## config.mk

```make
export PLATFORM = sky130hd
export DESIGN_NAME = mips_control_register_scoreboard
export DESIGN_NICKNAME = d
export VERILOG_FILES = /design/src/rtl/mips_control_register_scoreboard_pkg.sv /design/src/rtl/mips_control_register_scoreboard_match.sv /design/src/rtl/mips_control_register_scoreboard.sv
export SDC_FILE = /design/constraint.sdc
export NUM_CORES = 1
export LEC_CHECK = 0
export ABC_CLOCK_PERIOD_IN_PS = 5000
export BUFFER_PORTS_ARGS = -buffer_cell sky130_fd_sc_hd__clkbuf_2
export CORE_MARGIN = 3
export CORE_UTILIZATION = 46
export CTS_CLUSTER_SIZE = 25
export DETAILED_ROUTE_END_ITERATION = 7
export MAX_ROUTING_LAYER = met4
export PLACE_DENSITY = 0.71
export SYNTH_ARGS = -nofsm -noshare
export SYNTH_HDL_FRONTEND = slang
export SYNTH_SLANG_ARGS = --single-unit
```

## constraint.sdc

```tcl
create_clock -name clock -period 5 [get_ports clock]
set_clock_uncertainty 0.05 [all_clocks]
set_input_delay 1 -clock clock [delete_from_list [all_inputs] [get_ports clock]]
set_output_delay 1 -clock clock [all_outputs]
set_load 0.005 [all_outputs]
```

## src/rtl/mips_control_register_scoreboard_pkg.sv

```systemverilog
// Shared constants and helpers for the register control scoreboard.
// Entry field widths, forward-select encoding and select width derivation.
package mips_control_register_scoreboard_pkg;

    localparam int FWD_REGFILE = 0;
    localparam int R0_ADDR     = 0;

    // entry = {valid, rs1, rs2, we, waddr, load}: three flags plus three addresses
    localparam int ENTRY_FLAGS = 3;
    localparam int ENTRY_ADDRS = 3;

    function automatic int entry_width(input int addr_w);
        return ENTRY_FLAGS + ENTRY_ADDRS * addr_w;
    endfunction

    function automatic int sel_width(input int stages);
        return (stages < 2) ? 1 : $clog2(stages);
    endfunction

endpackage

```

## src/rtl/mips_control_register_scoreboard_match.sv

```systemverilog
// Finds the youngest in-flight writer of an address within a stage window.
// Reports hit, the stage index of that writer, and whether it is a load.
module mips_control_register_scoreboard_match
    import mips_control_register_scoreboard_pkg::*;
#(
    parameter int STAGES    = 3,
    parameter int ADDR_W    = 5,
    parameter int SEL_W     = sel_width(STAGES),
    parameter int LO        = 0,
    parameter int HI        = STAGES - 1,
    parameter int LOAD_ONLY = 0
) (
    input  logic [ADDR_W-1:0]             addr,
    input  logic [STAGES-1:0]             valid,
    input  logic [STAGES-1:0]             we,
    input  logic [STAGES-1:0]             load,
    input  logic [STAGES-1:0][ADDR_W-1:0] waddr,
    output logic                          hit,
    output logic [SEL_W-1:0]              idx,
    output logic                          is_load
);

    logic unused_window;

    // stages outside [LO, HI] are legitimately ignored
    assign unused_window = ^{valid, we, load, waddr};

    always_comb begin
        hit     = 1'b0;
        idx     = SEL_W'(FWD_REGFILE);
        is_load = 1'b0;
        // scan old to young so the youngest match is written last
        for (int s = HI; s >= LO; s--) begin
            if (addr != ADDR_W'(R0_ADDR) && valid[s] && we[s] &&
                waddr[s] == addr && (LOAD_ONLY == 0 || load[s])) begin
                hit     = 1'b1;
                idx     = SEL_W'(s);
                is_load = load[s];
            end
        end
    end

endmodule

```

## src/rtl/mips_control_register_scoreboard.sv

```systemverilog
// In-flight register control pipeline producing forwarding selects,
// load-use stall and write-back commit for a MIPS-style datapath.
module mips_control_register_scoreboard
    import mips_control_register_scoreboard_pkg::*;
#(
    parameter int STAGES     = 3,
    parameter int ADDR_W     = 5,
    parameter int LOAD_READY = 2,
    parameter int SEL_W      = sel_width(STAGES)
) (
    input  logic              clock,
    input  logic              reset,
    input  logic              advance,
    input  logic              flush,
    input  logic              issue_valid,
    input  logic [ADDR_W-1:0] issue_rs1,
    input  logic [ADDR_W-1:0] issue_rs2,
    input  logic              issue_we,
    input  logic [ADDR_W-1:0] issue_waddr,
    input  logic              issue_load,
    output logic              stall,
    output logic [SEL_W-1:0]  fwd_sel1,
    output logic [SEL_W-1:0]  fwd_sel2,
    output logic              wb_valid,
    output logic [ADDR_W-1:0] wb_addr
);

    localparam int LAST = STAGES - 1;

    typedef struct packed {
        logic              valid;
        logic [ADDR_W-1:0] rs1;
        logic [ADDR_W-1:0] rs2;
        logic              we;
        logic [ADDR_W-1:0] waddr;
        logic              load;
    } entry_t;

    entry_t                        stage_q [STAGES];
    entry_t                        issue_entry;
    logic                          take;
    logic                          hazard;
    logic [STAGES-1:0]             st_valid;
    logic [STAGES-1:0]             st_we;
    logic [STAGES-1:0]             st_load;
    logic [STAGES-1:0][ADDR_W-1:0] st_waddr;
    logic                          hit1;
    logic                          hit2;
    logic                          ld1;
    logic                          ld2;
    logic [SEL_W-1:0]              idx1;
    logic [SEL_W-1:0]              idx2;
    logic                          unused_bits;

    // a write to R0 is dropped at capture so it can never match or commit
    always_comb begin
        issue_entry.valid = 1'b1;
        issue_entry.rs1   = issue_rs1;
        issue_entry.rs2   = issue_rs2;
        issue_entry.we    = issue_we && (issue_waddr != ADDR_W'(R0_ADDR));
        issue_entry.waddr = issue_waddr;
        issue_entry.load  = issue_load;
    end

    assign take = issue_valid && !stall && !flush;

    always_ff @(posedge clock or posedge reset) begin
        if (reset) begin
            for (int s = 0; s < STAGES; s++)
                stage_q[s] <= '0;
        end else if (advance) begin
            for (int s = LAST; s >= 2; s--)
                stage_q[s] <= stage_q[s-1];
            stage_q[1] <= flush ? '0 : stage_q[0];
            stage_q[0] <= take ? issue_entry : '0;
        end
    end

    always_comb begin
        for (int s = 0; s < STAGES; s++) begin
            st_valid[s] = stage_q[s].valid;
            st_we[s]    = stage_q[s].we;
            st_load[s]  = stage_q[s].load;
            st_waddr[s] = stage_q[s].waddr;
        end
    end

    mips_control_register_scoreboard_match #(
        .STAGES(STAGES), .ADDR_W(ADDR_W), .SEL_W(SEL_W),
        .LO(1), .HI(LAST), .LOAD_ONLY(0)
    ) u_fwd1 (
        .addr(stage_q[0].rs1), .valid(st_valid), .we(st_we),
        .load(st_load), .waddr(st_waddr),
        .hit(hit1), .idx(idx1), .is_load(ld1)
    );

    mips_control_register_scoreboard_match #(
        .STAGES(STAGES), .ADDR_W(ADDR_W), .SEL_W(SEL_W),
        .LO(1), .HI(LAST), .LOAD_ONLY(0)
    ) u_fwd2 (
        .addr(stage_q[0].rs2), .valid(st_valid), .we(st_we),
        .load(st_load), .waddr(st_waddr),
        .hit(hit2), .idx(idx2), .is_load(ld2)
    );

    assign fwd_sel1 = (stage_q[0].valid && hit1) ? idx1 : SEL_W'(FWD_REGFILE);
    assign fwd_sel2 = (stage_q[0].valid && hit2) ? idx2 : SEL_W'(FWD_REGFILE);

    generate
        if (LOAD_READY >= 2) begin : g_haz
            logic             h1;
            logic             h2;
            logic             l1;
            logic             l2;
            logic [SEL_W-1:0] i1;
            logic [SEL_W-1:0] i2;
            logic             unused_haz;

            mips_control_register_scoreboard_match #(
                .STAGES(STAGES), .ADDR_W(ADDR_W), .SEL_W(SEL_W),
                .LO(0), .HI(LOAD_READY - 2), .LOAD_ONLY(1)
            ) u_haz1 (
                .addr(issue_rs1), .valid(st_valid), .we(st_we),
                .load(st_load), .waddr(st_waddr),
                .hit(h1), .idx(i1), .is_load(l1)
            );

            mips_control_register_scoreboard_match #(
                .STAGES(STAGES), .ADDR_W(ADDR_W), .SEL_W(SEL_W),
                .LO(0), .HI(LOAD_READY - 2), .LOAD_ONLY(1)
            ) u_haz2 (
                .addr(issue_rs2), .valid(st_valid), .we(st_we),
                .load(st_load), .waddr(st_waddr),
                .hit(h2), .idx(i2), .is_load(l2)
            );

            assign hazard     = h1 | h2;
            assign unused_haz = ^{i1, i2, l1, l2};
        end else begin : g_no_haz
            assign hazard = 1'b0;
        end
    endgenerate

    assign stall = issue_valid && !flush && hazard;

    assign wb_valid = stage_q[LAST].valid && stage_q[LAST].we;
    assign wb_addr  = wb_valid ? stage_q[LAST].waddr : ADDR_W'(R0_ADDR);

    // read addresses past stage 0 travel along but are not consulted
    always_comb begin
        unused_bits = ld1 ^ ld2;
        for (int s = 1; s < STAGES; s++)
            unused_bits = unused_bits ^ (^{stage_q[s].rs1, stage_q[s].rs2});
    end

endmodule
```

==> results by group, run 1 <==
Worst hold path
  – Hold Path Class: register to register
  – Worst Hold Depth: 1
  – Hold wc startpoint: st_load[0]
  – Hold EP: st_load[0]

Placement
  – GPL Wtd Cong: approximately 0.87
  – Post-DP HPWL: around 2900 µm
  – Inst Count DP: 221
  – Port bufs: 32

CTS
  – Hold Buf Count CTS: 0
  – Deepest clock path buffer count: 2
  – Clock buffer count from CTS: 5
  – CTS clk-pin slew, worst paths: roughly 90 ps
  – CTS tree: yes
  – CTS H-tree lvls: 2
  – Post-CTS setup buffer count: 0
  – Post-CTS Resized: 0
  – Sink Count: 32
  – Root buf cell: clkbuf_4
  – Clk_lat worst skew: ~330 ps

Synthesis
  – Top-area cell type share of the netlist area: 0.479
  – Area of the mapped netlist: about 1700 µm²
  – Cells after Synth: 148
  – Top cell type by total area after synthesis: dfrtp_1
  – Yosys warnings: 0
  – Register area share after synthesis: 0.479
  – Net Count, Synth: 170
  – Synthesis-stage register bit count: 32
  – Number of unique standard cell types used by synthesis: 25
  – Largest cells by area after synthesis: dfrtp_1 (48%), xnor2_1 (15%), a22o_1 (5.8%)
  – Syn_area_per_cell: ~11 µm²

Setup path
  – Worst R2R End: st_we[0]
  – Worst r2r src: st_waddr[4]
  – Data required time at the worst endpoint: a little under 4000 ps
  – Crit. End Element: output port
  – CP cell instances: clkbuf_2 -> or3_1 -> a211oi_2 -> o211a_1 -> clkbuf_2
  – R2r setup slk: 2840 ps
  – Critical path type: input pin to output port
  – Worst-path fanout max: 3
  – Worst r2r path cells: 5
  – Crit start category: input pin
  – Worst path arrival time: 2110 ps
  – Delay of the slowest critical-path stage: 380 ps
  – Crit-path slowest cell: or3_1
  – Crit-path most repeated cell: clkbuf_2

Final layout
  – Finished Layout Cells: between 200 and 250
  – P&R area growth vs syn: 15.6%
  – Nets: around 200
  – # diodes: 0
  – Commonest non-fill, non-tap cells in the layout: clkbuf_2 (32), dfrtp_1 (32), xnor2_1 (28)
  – Ratio of cells with drive above 1 in the final layout: 0.308

Die
  – DIE WIDTH: about 66 µm
  – Io pins: 33
  – DIE AREA: ~4400 µm²
  – Rows: 21
  – Initial Utilization: 0.489
  – Core ar.: between 3000 and 4000 µm²
  – Chip Height: roughly 66 µm

Route
  – Post-route DRC: 0
  – Antenna Nets Post-Route: 0
  – First-pass DRT Iterations: 4
  – Routed wire length: roughly 3800 µm
  – Via count: 1,285
  – DRT iter0 DRCs: 90
  – Vias per inst: ~5.6
  – Wire length per cell: 16.7 µm

STA
  – Slew headroom: 0.540
  – Unrepaired setup endpoints after global routing: false
  – Minimum clock period: about 3200 ps
  – Fin. max-slew vios: 0
  – Final hold violation count: 0
  – Fin crit share: 0.632
  – Fmax: around 0.32 GHz
  – Setup Viol. Count Final: 0
  – Final TNS setup: 0 ps
  – Worst slew pin tran: between 600 and 700 ps

Status
  – Status: complete, no violations

GRT
  – First-pass GRT wire length: ~6600 µm
  – All-Layer GR Usage: 0.208
  – Vias in the first global route: approximately 1,300
  – GR Overflow Total: 0
  – Initial antenna violation count: 0
  – Largest net degree at the start of global routing: 33

Power
  – Maximum vdd drop: ~0.14 mV
  – Leakage dissipation: ~0.88 nW
  – P per Cell Area: between 200 and 300 nW/µm²

Flow run
  – Max-cap violation count: 0
[where the power goes]
| part | total (mW) | switching (mW) | internal, mW |
|---|---|---|---|
| Clock | 0.161 | 0.0809 | 0.0796 |
| Combinational | 0.0751 | 0.0355 | 0.0396 |
| Sequential | 0.295 | 0.0221 | 0.272 |
| Total | 0.530 | 0.138 | 0.392 |
[kinds of logic (layout without fill, tap and decap cells)]
family	after synthesis	after routing	share of synthesized area
AO/OA/AOI/OAI	28	28	0.156
XOR/XNOR	28	28	0.147
buffers and inverters	9	43	0.0247
flip-flops	32	32	0.479
multiplexers	7	7	0.0472
AND/OR/NAND/NOR	44	44	0.146
[stage by stage]
step           power (mW)   util  instance area, µm²  setup WS, ps  hold slack, ps
2_1_floorplan       0.348      -                1670          2090             434
3_3_place_gp        0.371  0.547                1870          1870             450
3_5_place_dp        0.375  0.547                1870          1850             455
4_1_cts             0.536  0.566                1930          1840             478
5_1_grt             0.558  0.566                1930          1730             495
6_report            0.530  0.566                1930          1840             478
[layout make-up]
cell class                      count  area [µm²]
Timing Repair Buffer               33         168
Sequential cell                    32         801
Fill cell                         313        1480
Tap cell                           46        57.6
Clock buffer                        7        65.1
Inverter                            3        11.3
Multi-Input combinational cell    107         830
[per-layer routing]
metal | share of wire | wire length, µm | GRT usage
met1 | 0.46 | 1750 | 0.268
met2 | 0.48 | 1850 | 0.328
met3 | 0.053 | 202 | 0.0561
met4 | 0.0039 | 15 | 0.0533
met5 | 0 | 0 | -
[cell usage after synthesis]
cell,number
clkinv_1,1
or4_1,2
a32o_1,1
a211oi_2,2
buf_6,1
nand4_1,6
dfrtp_1,32
nor2_1,4
or3_1,2
nor3_1,3
a22o_1,11
xnor2_1,28
o2bb2ai_1,6
mux2_2,7
nand3_1,6
a22o_2,6
and2_1,3
inv_1,2
a21o_1,1
nor4_1,3
and3_1,5
o211a_1,1
clkbuf_1,5
nor3_4,1
nand2_1,9
[how the worst max path moves through the flow]
stage,start,endpoint
2_1_floorplan,issue_rs1[0],stall
3_3_place_gp,issue_rs1[0],stall
3_5_place_dp,issue_rs1[0],stall
4_1_cts,issue_rs1[0],stall
5_1_grt,stage_q[43],fwd_sel2[1]
6_report,issue_rs1[0],stall
[worst max-delay path, delay by kind of cell]
kind,cells,cell delay [ps]
buf+inv,2,200
compound gates,2,520
simple gates,1,380
[sequential cells by signal, summed over array words and instances, names as in the netlist]
| name | flops |
|---|---|
| st_load | 1 |
| st_valid | 3 |
| st_waddr | 15 |
| st_we | 3 |
| stage_q | 10 |
(Power assumes the default switching activity.)
==> run 2, diff against run 1 <==
- ABC_AREA: unset -> 1
- ABC_CLOCK_PERIOD_IN_PS: 5000 -> 2650
- PLACE_DENSITY: 0.71 -> 0.73
- clock period: 5 -> 2.65 ns (I/O delays scaled with it)
==> run 2 against run 1 <==
Critical path depth up 1. Global-route usage grew 0.11 points. Clock-buffer cell count is 1 lower. Clock power rose to 2.9 times the previous value. Synthesized cell count is 72% higher. First-iteration DRC count up 4.4%. Combinational power is 96% higher. Power grew 120%. Wire length increased by 20%. Cell area rose by 12%. Via count up 40%. Core utilization up 0.81 points. Critical path type is now register to output port. Largest cell class unchanged. Highest routed layer unchanged.
==> results by group, run 2 <==
Route
  – Vias per inst: around 5.3
  – First-pass DRT Iterations: 4
  – Top sig layer: met4
  – Antenna Nets Post-Route: 0
  – M1 wire length: 2140 µm
  – Wire length per cell: about 14 µm
  – Post-route DRC: 0
  – DRT iter0 DRCs: 94
  – Routed wl met3: about 260 µm
  – Via count: approximately 1,800
  – Metal2 WL: between 2000 and 2500 µm
  – Routed wire length: approximately 4600 µm

Die
  – Core ar.: between 3000 and 4000 µm²
  – Initial Utilization: 0.492
  – DIE WIDTH: between 60 and 70 µm
  – Chip Height: ~70 µm
  – Rows: 22
  – Io pins: 33
  – DIE AREA: just under 5000 µm²

Setup path
  – CP cell instances: xnor2_1 -> nand3_1 -> nor2_2 -> nand2_2 -> a21oi_2 -> clkbuf_2
  – Crit-path slowest cell: dfrtp_1
  – Worst-path fanout max: 19
  – Crit start category: register
  – Stages on the worst setup path: 6
  – Delay of the slowest critical-path stage: approximately 470 ps
  – Critical path's top delay family: simple AND/OR/NAND/NOR gates
  – Worst path arrival time: 1790 ps
  – Critical path type: register to output port
  – Crit. End Element: output port
  – Data required time at the worst endpoint: 2070 ps
  – Worst r2r path cells: 6
  – Worst path bufs/invs: 1

Synthesis
  – Synthesis-stage register bit count: 32
  – Most common library cells after synthesis: nand2_1 (74), inv_1 (33), dfrtp_1 (32)
  – Area of the mapped netlist: 1860 µm²
  – Net Count, Synth: roughly 280
  – Largest cells by area after synthesis: dfrtp_1 (43%), nand2_1 (15%), inv_1 (6.7%)
  – Number of unique standard cell types used by synthesis: 26
  – Top-count cell post-synth: nand2_1
  – Synth async-reset ratio: 1.00
  – Top-area cell type share of the netlist area: 0.432
  – Cells after Synth: roughly 250
  – Top cell type by total area after synthesis: dfrtp_1
  – Syn_area_per_cell: ~7.3 µm²
  – Yosys warnings: 0
  – Dominant synthesized flop cell: dfrtp_1
  – Register area share after synthesis: 0.432
  – Number of flops mapped to enable cells by yosys: 0

CTS
  – Sink Count: 32
  – Post-CTS Resized: 0
  – CTS clk-pin slew, worst paths: 60 ps
  – Hold Buf Count CTS: 0
  – CTS tree: yes
  – Clk_lat worst skew: roughly 280 ps
  – CTS H-tree lvls: 2
  – Deepest clock path buffer count: 2
  – Root buf cell: clkbuf_8
  – Post-CTS setup buffer count: 0
  – Clock buffer count from CTS: 5

STA
  – Unrepaired setup endpoints after global routing: false
  – Fin crit share: 0.893
  – Slew headroom: 0.557
  – Final TNS setup: 0 ps
  – Final hold violation count: 0
  – Fmax: 0.422 GHz
  – Fin. max-slew vios: 0
  – Final hold slack: 243 ps
  – Setup Viol. Count Final: 0
  – Worst slew pin tran: between 600 and 700 ps
  – Minimum clock period: approximately 2400 ps

GRT
  – Vias in the first global route: around 1,700
  – First-pass GRT wire length: between 7000 and 8000 µm
  – All-Layer GR Usage: 0.210
  – Initial antenna violation count: 0
  – GR Overflow Total: 0
  – Largest net degree at the start of global routing: 33

Final layout
  – Number of flip-flops in the largest register: 15
  – # diodes: 0
  – P&R area growth vs syn: 16.6%
  – Ratio of cells with drive above 1 in the final layout: 0.179
  – Fill count: between 300 and 400
  – Commonest non-fill, non-tap cells in the layout: nand2_1 (74), inv_1 (33), clkbuf_2 (32), dfrtp_1 (32), nor2_1 (19)
  – Finished Layout Cells: roughly 340
  – Nets: roughly 310
  – Final Util: 0.574
  – Commonest non-fill, non-tap cell in the layout: nand2_1

Placement
  – Inst Count DP: 330
  – Post-DP HPWL: around 3400 µm
  – Port bufs: 32
  – GPL Wtd Cong: between 0.8 and 0.9

Status
  – Status: complete, no violations

Power
  – Maximum vdd drop: between 0.2 and 0.3 mV
  – Leakage dissipation: 1.10 nW
  – Total chip power: 1.15 mW
  – P per Cell Area: around 530 nW/µm²

Worst hold path
  – Hold Path Class: input pin to asynchronous set/reset pin

Flow run
  – Max-cap violation count: 0
## run 2: changes by cell type in the layout (fill, tap and decap cells not counted), sizes merged, moves of 11 or more
cell / previous run / this run
nand4: 6 / 17
inv: 2 / 36
nor2: 4 / 22
a22o: 17 / 0
nand2: 9 / 75
xnor2: 28 / 6
o21ai: 0 / 14
## run 2: layout make-up
cell class	count	area, µm²	area share
Multi-Input combinational cell	178	873	0.404
Timing Repair Buffer	35	183	0.0844
Inverter	37	139	0.0642
Clock buffer	6	72.6	0.0335
Sequential cell	32	801	0.370
Tap cell	48	60.1	0.0278
Clock inverter	2	35.0	0.0162
## run 2: where the power goes
group	switching (mW)	leakage (nW)	total [mW]	internal, mW
clock network	0.182	0.0552	0.461	0.279
logic	0.0901	0.614	0.147	0.0565
registers	0.0309	0.434	0.546	0.515
## run 2: per-stage QoR
step	instance area, µm²	setup WS (ps)
after floorplan	1860	795
after global placement	2060	513
after detailed placement	2060	473
after CTS	2160	270
after global routing	2160	125
final	2160	283
## run 2: logic make-up after synthesis
kind of cell              Yosys count  share of synthesized area
xor gates and xnor gates            7                     0.0330
and+or+nand+nor                   138                      0.331
AOI/OAI and AO/OA                  33                      0.107
buffers and inverters              44                     0.0978
DFF                                32                      0.432
## run 2: worst paths after layout
check | start | end | slack [ps]
setup / recovery | st_waddr[3] | stall | 280
hold / removal | reset | st_waddr[3] | 240
setup reg to reg | st_waddr[3] | st_valid[0] | 1030
hold reg to reg | st_valid[2] | st_valid[2] | 440
max in group asynchronous | reset | st_waddr[1] | 2020
min in group clock | st_valid[2] | st_valid[2] | 440
## run 2: worst register-to-register path, stage by stage (launching register included)
cell and delay, ps:
dfrtp_1 470, xnor2_1 210, nand3_1 110, nor2_2 130, nand2_2 240, nand3_1 170
o21ai_0 100
## run 2: layer usage
layer | track usage | vias to the layer above
met2 | 0.318 | 65
met4 | 0.0716 | 0
met3 | 0.0493 | 10
met1 | 0.276 | 822
li1 | - | 898
met5 | - | -
